File: src/rtl/parity_pkg.sv
// Shared helpers for the parity checker family: the parity error function
// and the saturating counter increment.
package parity_pkg;

  // Widest data word / counter the helpers accept; callers size-cast into these.
  localparam int MAX_DATA_W = 256;
  localparam int MAX_CNT_W  = 64;

  // Error when data XOR parity does not match the selected parity sense.
  // Zero-extending the data does not change its XOR reduction.
  function automatic logic parity_err(input logic [MAX_DATA_W-1:0] data,
                                      input logic                  parity,
                                      input logic                  odd);
    return (^data) ^ parity ^ odd;
  endfunction

  // Increment a w-bit counter (held in a wider vector), holding at 2^w-1.
  function automatic logic [MAX_CNT_W-1:0] sat_inc(input logic [MAX_CNT_W-1:0] cnt,
                                                   input int                   w);
    logic [MAX_CNT_W-1:0] max_val;
    max_val = (w >= MAX_CNT_W) ? '1 : ((MAX_CNT_W'(1) << w) - MAX_CNT_W'(1));
    return (cnt == max_val) ? cnt : cnt + MAX_CNT_W'(1);
  endfunction

endpackage

File: src/rtl/parity_stream_checker_stats.sv
// Status block: sticky error flag plus saturating word/error counters.
// A clear in the same cycle as a counted word clears first, then counts.
module parity_stream_checker_stats
  import parity_pkg::*;
#(
  parameter int CNT_W = 16
) (
  input  logic             clk,
  input  logic             rst,
  input  logic             i_clr,
  input  logic             i_inc,
  input  logic             i_err,
  output logic             o_sticky,
  output logic [CNT_W-1:0] o_word_cnt,
  output logic [CNT_W-1:0] o_err_cnt
);

  logic             r_sticky;
  logic [CNT_W-1:0] r_word_cnt;
  logic [CNT_W-1:0] r_err_cnt;

  logic             w_sticky_base;
  logic [CNT_W-1:0] w_word_base;
  logic [CNT_W-1:0] w_err_base;
  logic             w_sticky_nxt;
  logic [CNT_W-1:0] w_word_nxt;
  logic [CNT_W-1:0] w_err_nxt;

  assign w_sticky_base = i_clr ? 1'b0 : r_sticky;
  assign w_word_base   = i_clr ? '0   : r_word_cnt;
  assign w_err_base    = i_clr ? '0   : r_err_cnt;

  // Both counters saturate at the same value, so err_count never passes word_count.
  assign w_word_nxt   = i_inc ? CNT_W'(sat_inc(MAX_CNT_W'(w_word_base), CNT_W)) : w_word_base;
  assign w_err_nxt    = (i_inc && i_err) ? CNT_W'(sat_inc(MAX_CNT_W'(w_err_base), CNT_W))
                                         : w_err_base;
  assign w_sticky_nxt = w_sticky_base | (i_inc & i_err);

  // Status registers; reset wins over clear and over counting.
  always_ff @(posedge clk) begin
    if (rst) begin
      r_sticky   <= 1'b0;
      r_word_cnt <= '0;
      r_err_cnt  <= '0;
    end else begin
      r_sticky   <= w_sticky_nxt;
      r_word_cnt <= w_word_nxt;
      r_err_cnt  <= w_err_nxt;
    end
  end

  assign o_sticky   = r_sticky;
  assign o_word_cnt = r_word_cnt;
  assign o_err_cnt  = r_err_cnt;

endmodule

File: config.mk
export PLATFORM = sky130hd
export DESIGN_NAME = parity_stream_checker_stats
export DESIGN_NICKNAME = d
export VERILOG_FILES = /design/src/rtl/parity_pkg.sv /design/src/rtl/parity_stream_checker_stats.sv
export SDC_FILE = /design/constraint.sdc
export NUM_CORES = 1
export LEC_CHECK = 0
export CORE_ASPECT_RATIO = 1.25
export CORE_MARGIN = 1
export CORE_UTILIZATION = 55
export CTS_BUF_LIST = sky130_fd_sc_hd__clkbuf_16
export DETAILED_ROUTE_END_ITERATION = 7
export PLACE_DENSITY_LB_ADDON = 0.15
export SLEW_MARGIN = 20
export SYNTH_ARGS = -nofsm -noshare
export SYNTH_HDL_FRONTEND = slang
export SYNTH_SLANG_ARGS = --single-unit
export TNS_END_PERCENT = 10
File: constraint.sdc
create_clock -name clk -period 3.1 [get_ports clk]
set_input_delay 0.31 -clock clk [delete_from_list [all_inputs] [get_ports clk]]
set_output_delay 0.31 -clock clk [all_outputs]
set_load 0.01 [all_outputs]
==> run summary <==
Status: complete, but fails checks
Violated checks: design-rule violations
CTS tree: built
Tmin final: 2.58 ns
Async SR Flop Fraction: 0
Drt first pass iters: 6
# Post-CTS Setup Buffers: 0
Post-synthesis register bit count: 33
Worst path max stage delay: 0.52 ns
Final Skew: 0.00526 ns
Clock latency on the worst-skew pair: 0.28 ns
# setup viols final: 0
R2R Setup Slk: 0.84 ns
EDFF count, synth: 0
Drc violations: 6
Power after layout: 0.968 mW
Initial antenna violation count: 0
Global-route usage over all layers: 0.294
Vias in the first global route: 1968
Initial Util: 0.583
Cts hold-fix bufs: 0
Layout cells sized above 1: 0.0906
Max Cap Viol: 0
Post-CTS resize count: 0
Hold WS: 0.493 ns
Most common cell after layout, fill and taps aside: clkdlybuf4s50_1
Fmax: 388 MHz
H-Tree Depth: 2
Most frequent cells in the layout: clkdlybuf4s50_1, dfxtp_1, nand3_1, nand2_1, mux2i_1
CP Cell Sequence: clkdlybuf4s50_1 -> buf_4 -> nor2b_1 -> ha_1 -> nand4_1 -> nor3_1 -> buf_4 -> a21oi_1 -> mux2i_1
Gate Count Post-Synth: 249
Die area: 4010 um^2
Diodes inserted: 0
Post-Syn Nets: 256
Worst reg2reg startpoint: o_word_cnt[1]
Pwr Density: 370 nW/um^2
WP data arrival: 2.73 ns
Setup crit start kind: input port
Synth top area share: 0.320
Hold path cells: 2
Layout Nets: 293
P&R area growth vs syn: 26.6%
DIE HEIGHT: 70.5 um
Most frequent CP cell: buf_4
Syn Std Cell Area: 2070 um^2
Iter 0 DRT Violations: 147
WP buf/inv: 3
GP Congestion: 0.936
Detail Route Antenna Nets: 0
Crit path capture type: flip-flop
R2R cell count: 6
Min-Delay Endpoint: o_err_cnt[7]
Max Transition Viols Final: 0
Core area: 3540 um^2
Clock transition at path regs: 0.05 ns
Total wire length: 5560 um
Number of fill cells: 308
Start-to-end type of the worst setup path: input port to flip-flop
First-pass GRT wire length: 9310 um
Fin crit share: 0.832
Worst slew pin tran: 0.691 ns
TritonCTS Buffers: 5
Worst path top cell family by delay: buffers and inverters
Clock tree root buffer cell: clkbuf_16
Mean routed wirelength per cell: 17.1 um
YS warnings: 0
Final setup TNS: 0 ns
Worst-case clock buffer depth: 2
Die Wd: 56.8 um
Worst Hold Class: flip-flop to flip-flop
Pleak: 1.02 nW
RSZ-0062 raised after global routing: false
# rows: 24
Crit path max-delay cell type: clkdlybuf4s50_1
Data required, critical path: 3.26 ns
R2r endpoint: o_word_cnt[12]
Post-synth top flop: dfxtp_1
Routed via count divided by cell count: 6.32
Sink Count: 33
Gr ovfl total: 0
Vias: 2061
Placed Cells: 318
Slew headroom: 0.538
Largest net degree at the start of global routing: 29
PortBufs: 37
Ranking of synthesized cells by area: dfxtp_1, mux2i_1, nand3_1
Post-synthesis sequential area ratio: 0.320
Final hold vios: 0
Layout Cells excl Fill: 326
Syn Area/Cell: 8.30 um^2
Hold path startpoint: o_err_cnt[7]
IO Count: 38
DPL Wire Length: 3970 um
Synth unique cells: 45
Post-synth top area cell: dfxtp_1
Crit-path max FO: 10
Worst VDD drop: 0.287 mV
[through the flow]
stage / cell area (um^2) / worst slack, ns / utilization
2_1_floorplan: 2070 / 0.908 / -
4_1_cts: 2620 / 0.630 / 0.738
5_1_grt: 2620 / 0.424 / 0.738
3_3_place_gp: 2480 / 0.467 / 0.699
3_5_place_dp: 2480 / 0.353 / 0.699
6_report: 2620 / 0.522 / 0.738
[layer usage]
layer,track usage,routed length [um]
met1,0.346,2290
met2,0.528,2970
met3,0.0574,230
met4,0.0976,70
met5,0,0
[worst reg2reg max path, delay by kind of cell (launching register included)]
family | cells | cell delay, ns
AND/OR/NAND/NOR | 4 | 1.39
flip-flops | 1 | 0.36
adder cells (fa/ha/maj) | 1 | 0.27
AO/OA/AOI/OAI | 1 | 0.16
[state kept, by name (all words and copies together), names as in the netlist]
name / flops
o_word_cnt: 16
o_sticky: 1
o_err_cnt: 16
[synthesized netlist by cell type (all sizes together), types with 3 or more instances]
master and count:
nor3 5, a211oi 3, mux2i 20, a21oi 12
nand4 11, nor4 3, dfxtp 33, a311oi 3
nor2b 7, buf 3, nand3 25, o211ai 4
inv 4, mux2 3, o31ai 3, and3 6
nand2 23, or4 4, a21o 11, or3 11
and2 5, or2 3, nor2 10, clkbuf 12
[worst max-delay path by stage]
| stage | from | end | slack (ns) | depth (start not counted) |
|---|---|---|---|---|
| final | i_clr | o_err_cnt[2] | 0.52 | 9 |
| after global routing | i_clr | o_err_cnt[2] | 0.42 | 9 |
| after CTS | i_clr | o_err_cnt[2] | 0.63 | 9 |
| after detailed placement | i_clr | o_word_cnt[12] | 0.35 | 7 |
| after global placement | i_clr | o_word_cnt[5] | 0.47 | 7 |
| after floorplan | i_clr | o_word_cnt[12] | 0.91 | 8 |
[report_power, final]
| part | switching (mW) | internal, mW | total, mW |
|---|---|---|---|
| Combinational | 0.0391 | 0.0297 | 0.0688 |
| Sequential | 0.00267 | 0.428 | 0.430 |
| Clock | 0.179 | 0.290 | 0.469 |
[logic make-up (layout without fill, tap and decap cells)]
group,count (synthesis),after routing,synth area share
AOI/OAI and AO/OA,49,49,0.170
DFF,33,33,0.320
adders and majority gates,2,2,0.0121
and+or+nand+nor,122,122,0.343
buffers and inverters,20,58,0.0418
muxes,23,23,0.113
[final cells by class]
class                           instances  area [um^2]  area share
Clock buffer                            5          125      0.0478
Clock inverter                          3         12.5     0.00478
Inverter                                5         18.8     0.00718
Multi-Input combinational cell        196         1320       0.504
Sequential cell                        33          661       0.253
Tap cell                               39         48.8      0.0187
Timing Repair Buffer                   45          430       0.165
(Power assumes the default switching activity.)
==> variant: new RTL, config.mk and constraints unchanged <==
Put one more register stage on the output `o_word_cnt`, cleared by the reset. The value now appears one clock later. The other outputs are not delayed to match.
--- a/src/rtl/parity_stream_checker_stats.sv
+++ b/src/rtl/parity_stream_checker_stats.sv
@@ -51,5 +51,11 @@
 
   assign o_sticky   = r_sticky;
-  assign o_word_cnt = r_word_cnt;
+  always_ff @(posedge clk) begin
+    if (rst) begin
+      o_word_cnt <= '0;
+    end else begin
+      o_word_cnt <= r_word_cnt;
+    end
+  end
   assign o_err_cnt  = r_err_cnt;
 
Behaviour: not the same (Yosys sat finds a counterexample within 4 cycles, from zero or initial values and one cycle with rst high).
==> variant against the unedited design <==
Wire length shrank 1.3%. Die area grew 14%. Sequential cell count grew 16. Sequential power grew 48%. Final area grew 12%. Global-route usage shrank 3.3 points. Worst setup slack gained 0.18 ns. Worst hold slack gained 0.0050 ns. Area after synthesis grew 15%. Power grew 34%. Register-to-register slack gained 0.08 ns. Non-clock buffer count shrank 6. Clock skew shrank 0.00070 ns. Clock power grew 29%. Highest routed layer unchanged.
==> variant: results (changes against the unedited design) <==
metric,value,unit,change
yosys-top-cells-area,"dfxtp_1, xnor2_1, nor2b_1",,"was dfxtp_1, mux2i_1, nand3_1"
holdPathStages,1,,was 2
cp_slowest_cell,or4_4,,was clkdlybuf4s50_1
cts_root_buffer,clkbuf_16,,unchanged
hold_start,r_word_cnt[15],,was o_err_cnt[7]
slowest_delay,0.60,ns,was 0.52 ns
rr_startpoint,o_err_cnt[0],,was o_word_cnt[1]
synth_nets,271,,was 256
n_antenna_cell,0,,unchanged
placed_area,0.002759,mm^2,was 0.002477 mm^2
ir_drop,316.0,uV,was 286.9 uV
hold_path.class,reg2reg,,unchanged
dr.pass1.iters,4,,was 6
clk_pin_slew,0.07,ns,was 0.05 ns
slew-limit-headroom,66.88,%,was 53.77%
post-dp-hpwl,3.921,mm,was 3.970 mm
leakagePower,0.9934,nW,was 1.017 nW
layout-drive-gt1-share,10.37,%,was 9.059%
grt_pass1_vias,1892,,was 1968
synthArstFlopShare,0,%,unchanged
yosysUniqueCellTypes,53,,was 45
drt-total-wl,5.488,mm,was 5.560 mm
hold_viol,0,,unchanged
cts-buffers-inserted,5,,unchanged
io_buffer_count,37,,unchanged
status,"complete, no violations",,was finished with violations
drt_iter0_drc,139,,was 147
track_usage,26.10,%,was 29.36%
fin_skew,0.004559,ns,was 0.005259 ns
nets,305,,was 293
worstReg2RegEnd,o_err_cnt[6],,was o_word_cnt[12]
gp_congestion,0.9358,,was 0.9363
switching_power,0.2612,mW,was 0.2206 mW
synthTopCellsByCount,"dfxtp_1, nor2_1, nor2b_1",,"was dfxtp_1, nand3_1, nand2_1"
stdcell_count,355,,was 326
placed_cells,347,,was 318
routed_via_density,5.701,,was 6.322
worstHoldEndpoint,o_word_cnt[15],,was o_err_cnt[7]
ys_seq_area_share,41.33,%,was 31.98%
synth_edf_count,0,,unchanged
rrSetupSlack,0.92,ns,was 0.84 ns
n_fill_cell,331,,was 308
path_max_fanout,5,,was 10
cts_resized,0,,unchanged
r2r_cells,7,,was 6
grt_max_degree,37,,was 29
grt_pass1_wl,8.832,mm,was 9.308 mm
synthCells,264,,was 249
cp.arrival,2.55,ns,was 2.73 ns
==> variant: cell types whose count changed after synthesis, moves of 9 or more <==
| cell | unedited run | this run |
|---|---|---|
| a21o_1 | 11 | 1 |
| dfxtp_1 | 33 | 49 |
| mux2i_1 | 20 | 2 |
| nand3_1 | 25 | 9 |
| nor2_1 | 10 | 31 |
| nor2b_1 | 7 | 23 |
| or3_1 | 11 | 2 |
| xnor2_1 | 0 | 17 |
==> variant: logic make-up after synthesis <==
logic type / count (synthesis) / synth area share, %
xor+xnor: 20 / 7.380
flops: 49 / 41.33
simple gates: 139 / 34.42
fa+ha+maj: 2 / 1.054
buf+inv: 18 / 3.901
mux: 3 / 1.318
compound gates: 33 / 10.60
==> variant: layout make-up <==
| type | count | share of cell area (%) |
|---|---|---|
| multi-input cells | 197 | 44.44 |
| flip-flops and latches | 49 | 33.53 |
| repair buffers | 39 | 13.17 |
| clock buffers | 5 | 4.277 |
| well taps | 56 | 2.395 |
| clock inverters | 3 | 1.411 |
| inverters | 6 | 0.7699 |
==> variant: critical path: cells and delay by family <==
kind                     cells  cell delay, ns
AO/OA/AOI/OAI                1            0.23
XOR/XNOR                     1            0.18
adder cells (fa/ha/maj)      1            0.22
buffers and inverters        1            0.47
AND/OR/NAND/NOR              4            1.14
==> variant: power groups by stage <==
| stage | logic [mW] | registers [mW] | clock network [mW] |
|---|---|---|---|
| final | 0.0527 | 0.637 | 0.603 |
| after global routing | 0.0581 | 0.637 | 0.639 |
| after CTS | 0.0531 | 0.637 | 0.610 |
| after detailed placement | 0.0529 | 0.651 | 0 |
| after global placement | 0.0524 | 0.651 | 0 |
| after floorplan | 0.0333 | 0.651 | 0 |
==> variant: stage by stage <==
stage | hold slack (ns) | utilization, % | setup slack [ns]
after global placement | 0.4729 | 67.31 | 0.5147
after detailed placement | 0.4871 | 67.31 | 0.4356
final | 0.4984 | 71.37 | 0.7027
after global routing | 0.5176 | 71.37 | 0.5321
after floorplan | 0.4534 | - | 1.017
after CTS | 0.4964 | 71.37 | 0.7231
==> variant: worst max-delay path by stage <==
stage,from,end,slack [ns],cells past startpoint
CTS,i_clr,o_err_cnt[6],0.72,8
finish,i_clr,o_err_cnt[6],0.70,8
global route,i_clr,o_err_cnt[6],0.53,8
floorplan,i_clr,o_err_cnt[6],1.02,8
detailed placement,i_clr,o_err_cnt[6],0.44,8
global placement,i_clr,o_err_cnt[6],0.51,8
==> variant: per-layer routing <==
metal | wire, um | vias up | part of all wire [%] | GRT usage (%)
met5 | 0 | - | 0 | 0
met4 | 57 | 0 | 1.0 | 9.091
met3 | 185 | 6 | 3.4 | 4.924
met2 | 2964 | 45 | 54 | 47.62
met1 | 2281 | 968 | 42 | 30.07
li1 | - | 1005 | - | -
